[config.mk]
export PLATFORM = sky130hd
export DESIGN_NAME = int_ctrl_flat
export DESIGN_NICKNAME = d
export VERILOG_FILES = /design/src/rtl/int_ctrl_pkg.sv /design/src/rtl/int_ctrl_if.sv /design/src/rtl/int_sync_edge.sv /design/src/rtl/int_ctrl.sv /design/src/flat_wrapper.sv
export SDC_FILE = /design/constraint.sdc
export NUM_CORES = 1
export LEC_CHECK = 0
export CAP_MARGIN = 10
export CORE_MARGIN = 4
export CORE_UTILIZATION = 40
export CTS_CLUSTER_SIZE = 16
export DETAILED_ROUTE_END_ITERATION = 6
export PLACE_DENSITY = 0.8
export SLEW_MARGIN = 0
export SYNTH_ARGS = -nofsm -noshare
export SYNTH_HDL_FRONTEND = slang
export SYNTH_HIERARCHICAL = 1
export SYNTH_SLANG_ARGS = --single-unit
[constraint.sdc]
create_clock -name clk -period 2.96 [get_ports clk]
set_input_delay 0.592 -clock clk [delete_from_list [all_inputs] [get_ports clk]]
set_output_delay 0.592 -clock clk [all_outputs]
set_load 0.05 [all_outputs]
[src/rtl/int_ctrl_pkg.sv]
// Shared constants for the interrupt controller and the bridge address decoder.
package int_ctrl_pkg;

  // Number of interrupt sources feeding CP0 HWInt.
  localparam int NSRC = 6;

  // Position of the valid flag in the ID register.
  localparam int ID_VALID_BIT = 31;

  // Byte offsets of the registers inside the block (Addr[1:0] always zero here).
  localparam logic [4:0] INT_EN   = 5'h00;
  localparam logic [4:0] INT_MODE = 5'h04;
  localparam logic [4:0] INT_PEND = 5'h08;
  localparam logic [4:0] INT_RAW  = 5'h0C;
  localparam logic [4:0] INT_ID   = 5'h10;

  // Lowest-index eligible source wins; the word is all zero when nothing is eligible.
  function automatic logic [31:0] id_word(input logic [NSRC-1:0] elig);
    logic [31:0] w;
    w = '0;
    for (int i = NSRC - 1; i >= 0; i--) begin
      if (elig[i]) begin
        w = '0;
        w[ID_VALID_BIT] = 1'b1;
        w[2:0] = 3'(i);
      end
    end
    return w;
  endfunction

endpackage

[src/rtl/int_ctrl_if.sv]
// System-bridge register port of the interrupt controller.
interface int_ctrl_if;
  logic [4:0]  Addr;
  logic        WE;
  logic [31:0] WData;
  logic [31:0] RData;

  // Bridge side drives address/strobe/data and samples read data.
  modport master (output Addr, output WE, output WData, input RData);
  // Controller side.
  modport slave  (input Addr, input WE, input WData, output RData);
endinterface

[src/rtl/int_sync_edge.sv]
// Per-source synchronizer plus one extra flop for rising-edge detection.
module int_sync_edge #(
  parameter int SYNC_STAGES = 2
) (
  input  logic clk,
  input  logic reset,
  input  logic src_i,
  output logic s_o,
  output logic rise_o
);

  logic [SYNC_STAGES-1:0] sync_q;
  logic [SYNC_STAGES-1:0] sync_d;
  logic                   p_q;

  assign sync_d = {sync_q[SYNC_STAGES-2:0], src_i};

  // Synchronizer chain and previous-value flop, cleared by async reset.
  always_ff @(posedge clk or posedge reset) begin
    if (reset) begin
      sync_q <= '0;
      p_q    <= 1'b0;
    end else begin
      sync_q <= sync_d;
      p_q    <= sync_q[SYNC_STAGES-1];
    end
  end

  assign s_o    = sync_q[SYNC_STAGES-1];
  assign rise_o = s_o & ~p_q;

endmodule

[src/rtl/int_ctrl.sv]
// Interrupt controller: per-source level/edge pending latches, enable mask,
// registered HWInt/IntAny to CP0 and a small memory-mapped register file.
module int_ctrl
  import int_ctrl_pkg::*;
#(
  parameter int SYNC_STAGES = 2
) (
  input  logic            clk,
  input  logic            reset,
  input  logic [NSRC-1:0] IntSrc,
  int_ctrl_if.slave       bus,
  output logic [NSRC-1:0] HWInt,
  output logic            IntAny
);

  logic [NSRC-1:0] s_w;
  logic [NSRC-1:0] rise_w;

  logic [NSRC-1:0] en_q,    en_d;
  logic [NSRC-1:0] mode_q,  mode_d;
  logic [NSRC-1:0] pend_q,  pend_d;
  logic [NSRC-1:0] hwint_q, hwint_d;
  logic            intany_q, intany_d;

  logic [4:0] reg_addr;
  logic       wr_en, wr_mode, wr_pend;
  logic       unused_bits;

  for (genvar g = 0; g < NSRC; g++) begin : g_src
    int_sync_edge #(.SYNC_STAGES(SYNC_STAGES)) u_sync (
      .clk    (clk),
      .reset  (reset),
      .src_i  (IntSrc[g]),
      .s_o    (s_w[g]),
      .rise_o (rise_w[g])
    );
  end

  // Byte offset with the ignored low bits forced to zero.
  assign reg_addr    = {bus.Addr[4:2], 2'b00};
  assign wr_en       = bus.WE && (reg_addr == INT_EN);
  assign wr_mode     = bus.WE && (reg_addr == INT_MODE);
  assign wr_pend     = bus.WE && (reg_addr == INT_PEND);
  assign unused_bits = ^{bus.WData[31:NSRC], bus.Addr[1:0]};

  // Next-state for the configuration registers.
  always_comb begin
    en_d   = wr_en   ? bus.WData[NSRC-1:0] : en_q;
    mode_d = wr_mode ? bus.WData[NSRC-1:0] : mode_q;
  end

  // Pending update: the mode in force during this cycle decides the rule,
  // so an edge->level switch only starts following s on the next cycle.
  always_comb begin
    pend_d = pend_q;
    for (int i = 0; i < NSRC; i++) begin
      if (!mode_q[i]) begin
        // Level source; switching it to edge starts from a clean slate.
        if (wr_mode && bus.WData[i]) pend_d[i] = 1'b0;
        else                         pend_d[i] = s_w[i];
      end else begin
        // Edge source: a new rise beats a simultaneous W1C.
        pend_d[i] = rise_w[i] | (pend_q[i] & ~(wr_pend & bus.WData[i]));
      end
    end
  end

  // CP0 outputs are registered from the post-update pending and enable state.
  always_comb begin
    hwint_d  = pend_d & en_d;
    intany_d = |hwint_d;
  end

  // All controller state, cleared asynchronously.
  always_ff @(posedge clk or posedge reset) begin
    if (reset) begin
      en_q     <= '0;
      mode_q   <= '0;
      pend_q   <= '0;
      hwint_q  <= '0;
      intany_q <= 1'b0;
    end else begin
      en_q     <= en_d;
      mode_q   <= mode_d;
      pend_q   <= pend_d;
      hwint_q  <= hwint_d;
      intany_q <= intany_d;
    end
  end

  assign HWInt  = hwint_q;
  assign IntAny = intany_q;

  // Combinational read mux over current register state.
  always_comb begin
    bus.RData = '0;
    case (reg_addr)
      INT_EN:   bus.RData[NSRC-1:0] = en_q;
      INT_MODE: bus.RData[NSRC-1:0] = mode_q;
      INT_PEND: bus.RData[NSRC-1:0] = pend_q;
      INT_RAW:  bus.RData[NSRC-1:0] = s_w;
      INT_ID:   bus.RData = id_word(pend_q & en_q);
      default:  bus.RData = '0;
    endcase
  end

endmodule
[src/flat_wrapper.sv]
// flat-port wrapper written by rule: the top's interface ports become plain ports
module int_ctrl_flat import int_ctrl_pkg::*;
#(
  parameter int SYNC_STAGES = 2
)
  (clk, reset, IntSrc, HWInt, IntAny, bus_Addr, bus_WE, bus_WData, bus_RData);
  int_ctrl_if bus_i ();
  input  logic clk;
  input  logic reset;
  input  logic [NSRC-1:0] IntSrc;
  output logic [NSRC-1:0] HWInt;
  output logic IntAny;
  input wire logic [$bits(bus_i.Addr)-1:0] bus_Addr;
  input wire logic [$bits(bus_i.WE)-1:0] bus_WE;
  input wire logic [$bits(bus_i.WData)-1:0] bus_WData;
  output wire logic [$bits(bus_i.RData)-1:0] bus_RData;
  assign bus_i.Addr = bus_Addr;
  assign bus_i.WE = bus_WE;
  assign bus_i.WData = bus_WData;
  assign bus_RData = bus_i.RData;
  int_ctrl #(.SYNC_STAGES(SYNC_STAGES)) u_core (.clk(clk), .reset(reset), .IntSrc(IntSrc), .bus(bus_i), .HWInt(HWInt), .IntAny(IntAny));
endmodule
# [Yosys cells after proc, flatten, opt, wreduce, memory -nomap -nowiden]
# Cells that the tools add are included.
[totals] ff_bits=43 out_inout_bits=39
[op_classes] n_eq_ne=4 mux=21 n_bitwise=38 reduce_logical=11
[ops] operator="32-bit 2-to-1 mux" count=6
[ops] operator="6-bit case mux with 5 select lines" count=1
[ops] operator="26-bit 2-to-1 mux" count=1
[ops] operator="1-bit bitwise AND" count=18
[ops] operator="6-bit bitwise AND" count=2
[ops] operator="1-bit 2-to-1 mux" count=12
[ops] operator="1-bit NOT" count=12
[ops] operator="1-bit logical AND" count=9
[ops] operator="3-bit by 2-bit equality test with 1-bit output, second input constant" count=2
[ops] operator="6-bit 2-to-1 mux" count=1
[ops] operator="1-bit OR" count=6
[ops] operator="6-bit OR reduction" count=1
[ops] operator="5-bit zero test" count=1
[ops] operator="3-bit by 1-bit equality test with 1-bit output, second input constant" count=1
[ops] operator="3-bit equality test, second input constant" count=1

# [Longest topological paths before layout]
[logic_depth] ltp_word=9 depth_mapped=7

# [Modules after synthesis]
# Netlist, hierarchy kept.
[by_module_without_submodules] mod="int_ctrl" instances=1 cells_per_inst=156 area_per_inst_um2=1672.9 seq_area_each_um2=625.6
[by_module_without_submodules] mod="int_sync_edge" instances=6 cells_per_inst=5 area_per_inst_um2=92.6 seq_area_each_um2=75.1

# [Least setup slack after synthesis]
# Ideal clock, no wire load.
[synth_timing] kind="input-to-output" start="input bus_Addr[4]" end="output bus_RData[2]" arrival_ns=2.251 required_time_ns=2.368 slack_ns=0.117 stages=3 n_path_buf=1 cell_sequence="clkbuf_1 > nand2_1 > o32ai_1"
[synth_via] elab_chain_cells=2 elab_cells_between_ends=6
[synth_rtl] element="start: declaration" line_no="flat_wrapper.sv:13" source="input wire logic [$bits(bus_i.Addr)-1:0] bus_Addr;"
[synth_rtl] element="3-bit equality test (tied with other cells)" line_no="int_ctrl.sv:97" source="case (reg_addr)"
[synth_rtl] element="6-bit case mux with 5 select lines (*)" line_no="int_ctrl.sv:97"
[synth_rtl] element="end: declaration" line_no="flat_wrapper.sv:16" source="output wire logic [$bits(bus_i.RData)-1:0] bus_RData;"
# Mark *: on every way between the ends. The rest lies on a longest branch, timed or not.

# [Final worst setup path]
[layout_timing] start="input bus_Addr[2]" end="output bus_RData[2]"
# Same word-level chain as after synthesis.

==> results by group <==
Worst setup path
  – Max stage delay on crit path: 480 ps
  – Crit-path cells: clkdlybuf4s50_1 > buf_4 > nor2_1 > nand2_1 > o32ai_2 > buf_4
  – Reg2reg end: u_core/IntAny
  – R2R cell count: 6
  – R2r startpoint: u_core/g_src[4].u_sync/sync_q[1]
  – Peak fanout along the critical path: 12
  – WP data arrival: between 2000 and 2500 ps
  – Required time of the critical path: roughly 2400 ps
  – Kind of end point of the critical path: output port
  – CP Launch Type: primary input
  – Worst path buffer plus inverter count: 3
  – Crit Path Class: in2out
  – Critical path's top delay family: buffers and inverters
  – Slowest library cell on the worst path: clkdlybuf4s50_1
  – Cell with the most instances on the worst path: buf_4
  – R2r setup slk: 900 ps

Drt
  – Drt drc: 0
  – Initial DRT Pass Iterations: 4
  – Vias: 1,481
  – Routed WL: 4.420 mm
  – Initial DRC Count: 50
  – Wirelength per Cell: 14.68 um
  – Post-route ant nets: 0
  – DR vias/cell: 4.920

Floorplanning
  – Starting Density: a little over two fifths
  – Core box area: approximately 5200 sq um
  – Height of the die: 82.64 um
  – Top Ports: 85
  – Die ar.: approximately 6800 sq um
  – Std-Cell Rows: 26
  – Die W: 82.64 um

Placed design
  – RePlAce Congestion: 0.8328
  – PortBufs: 31
  – DPL Wire Length: 3.310 mm

Timing
  – Final setup fails: 0
  – RSZ-0062 raised after global routing: no
  – Max Clock Freq: between 300 and 400 MHz
  – Final clock skew: 4.922 ps
  – Final period util: 93.36%
  – Slew Viols, Final: 0
  – Worst slew margin: 66.33%
  – Fin. Hold Viols: 0
  – Slew @ Worst Pin: 503.4 ps
  – Period minus WS final: between 2000 and 3000 ps
  – Fin Setup TNS: 0 ps

Logic synthesis
  – Yosys warning count: 6
  – EDFF count, synth: 0
  – Yosys top cell area share: 48.29%
  – Post-Synth Adder-Cell Area: 0%
  – Xor-xnor portion of the synthesized cell area: 0%
  – Top cells by count, synth: dfrtp_1 (43), buf_4 (25), nand2_1 (22)
  – Mux cell area share after synthesis: 10.33%
  – Main combinational cell family by area after synthesis: simple AND/OR/NAND/NOR gates
  – Post-synthesis cell count: ~190
  – Mean Syn Cell Area: approximately 12 sq um
  – Most common cell in the netlist: dfrtp_1
  – Post-synthesis sequential area ratio: around half
  – Simple-gate share of the synthesized area: 17.86%
  – Top cell type by total area after synthesis: dfrtp_1
  – Synth area leaders: dfrtp_1 (48%), buf_4 (8.4%), mux4_1 (7.1%)
  – Yosys cell types: 41
  – Post-synth ARST share: 100.0%
  – Post-synthesis compound-gate area fraction: 10.33%
  – Yosys reg bits: between 40 and 50
  – Ys flop type: dfrtp_1
  – Cell Area, Synth: around 2200 sq um

Layout
  – Layout cell share with drive strength beyond 1: 18.61%
  – Layout area overhead: 21.84%
  – # diodes: 0
  – Nets: 277
  – Fin util: 51.84%

Clock network
  – Hold-fix buffers, CTS: 0
  – CTS Buf Count: 5
  – Root buf cell: clkbuf_8
  – Max Buffers Root-to-Sink: 2
  – Worst-skew pair later-pin latency: around 300 ps
  – Htree depth: 2
  – Post-CTS repair timing setup buffer count: 0
  – Clk sinks: 43
  – CTS tree: built
  – Cts repair resizes: 0
  – Worst-path clk slew: 80 ps

Run status
  – Status: complete, no violations

Min path
  – Min-Delay Path Class: reg2reg
  – Worst hold endpoint: u_core/g_src[5].u_sync/sync_q[1]
  – Hold depth: 0
  – Min-Delay Startpoint: u_core/g_src[5].u_sync/sync_q[0]

Pwr
  – Pwr/cell area: 634.1 nW/um^2
  – P_leak: roughly 1.3 nW
  – Worst vdd ir: 0.4294 mV

Global routing
  – Gr ovfl total: 0
  – GRT Total Usage: approximately 15%
  – Global-route wire length before repair: 7.217 mm
  – Largest net degree at the start of global routing: 26
  – Initial antenna violation count: 0
  – Vias in the first global route: 1,504

Job
  – # Max-Cap Violations: 0
how the worst max path moves through the flow:
stage,start,to,slack [ps],cells after the start
floorplan,bus_Addr[4],bus_RData[2],120,3
finish,bus_Addr[2],bus_RData[2],200,6
global route,bus_Addr[2],bus_RData[2],60,6
global placement,bus_Addr[4],u_core/IntAny,-60,7
CTS,bus_Addr[3],bus_RData[4],20,6
detailed placement,bus_Addr[4],u_core/IntAny,-90,7
final cells by class:
class                   count  area [sq um]
clock buffers               6         72.57
clock inverters             1         30.03
fillers                   478          2522
inverters                  18         67.56
multi-input cells         119         959.7
flip-flops and latches     43          1076
well taps                  70         87.58
repair buffers             44         421.7
power breakdown:
| part | total [mW] | internal (mW) | leakage [nW] | switching (mW) |
|---|---|---|---|---|
| Sequential | 0.739 | 0.670 | 0.514 | 0.0685 |
| Combinational | 0.546 | 0.209 | 0.712 | 0.337 |
| Clock | 0.437 | 0.247 | 0.0513 | 0.189 |
metrics by stage:
step	hold WS (ps)	setup WS (ps)	total power, mW	instance area [sq um]	cells
detailed placement	335.8	-87.39	1.288	2599	294
global placement	334.1	-58.67	1.276	2599	294
global route	364.6	57.43	1.807	2715	301
finish	349.4	196.6	1.722	2715	301
CTS	348.9	15.71	1.730	2701	301
floorplan	331.2	116.7	1.148	2318	210
worst reg2reg max path, delay by kind of cell, from the launching register on:
kind             cells  cell delay (ps)
AO/OA/AOI/OAI        2              360
flip-flops           1              410
AND/OR/NAND/NOR      4             1150
cell families (layout without fill, tap and decap cells):
kind of cell | Yosys count | in the layout
compound gates | 27 | 27
buf+inv | 48 | 69
flops | 43 | 43
mux | 12 | 12
other cells | 1 | 25
simple gates | 55 | 55
state kept, by name, summed over array words and instances, names as in the netlist:
| signal | flops |
|---|---|
| u_core/HWInt | 6 |
| u_core/mode_q | 6 |
| u_core/g_src.u_sync/p_q | 6 |
| u_core/g_src.u_sync/sync_q | 12 |
| u_core/en_q | 6 |
| u_core/pend_q | 6 |
| u_core/IntAny | 1 |
layout by cell type (no fill, tap or decap), types with 3 or more instances in the layout:
| master | instances |
|---|---|
| clkdlybuf4s50_1 | 23 |
| mux4_1 | 6 |
| a22oi_1 | 3 |
| conb_1 | 25 |
| clkbuf_8 | 5 |
| nor2b_1 | 3 |
| buf_4 | 17 |
| nand2_1 | 22 |
| nor2_1 | 5 |
| dfrtp_1 | 43 |
| nand2b_1 | 6 |
| nor2b_4 | 6 |
| inv_1 | 18 |
| o22ai_1 | 4 |
metal layers:
metal | track usage (%) | wire, um | share of wire (%) | vias to the layer above
met3 | 4.772 | 323 | 7.3 | 13
met5 | 0 | 0 | 0 | -
met1 | 18.71 | 1904 | 43 | 730
li1 | - | - | - | 682
met2 | 22.68 | 2083 | 47 | 56
met4 | 6.373 | 109 | 2.5 | 0
Note: power is estimated with default switching activity, not from simulation.
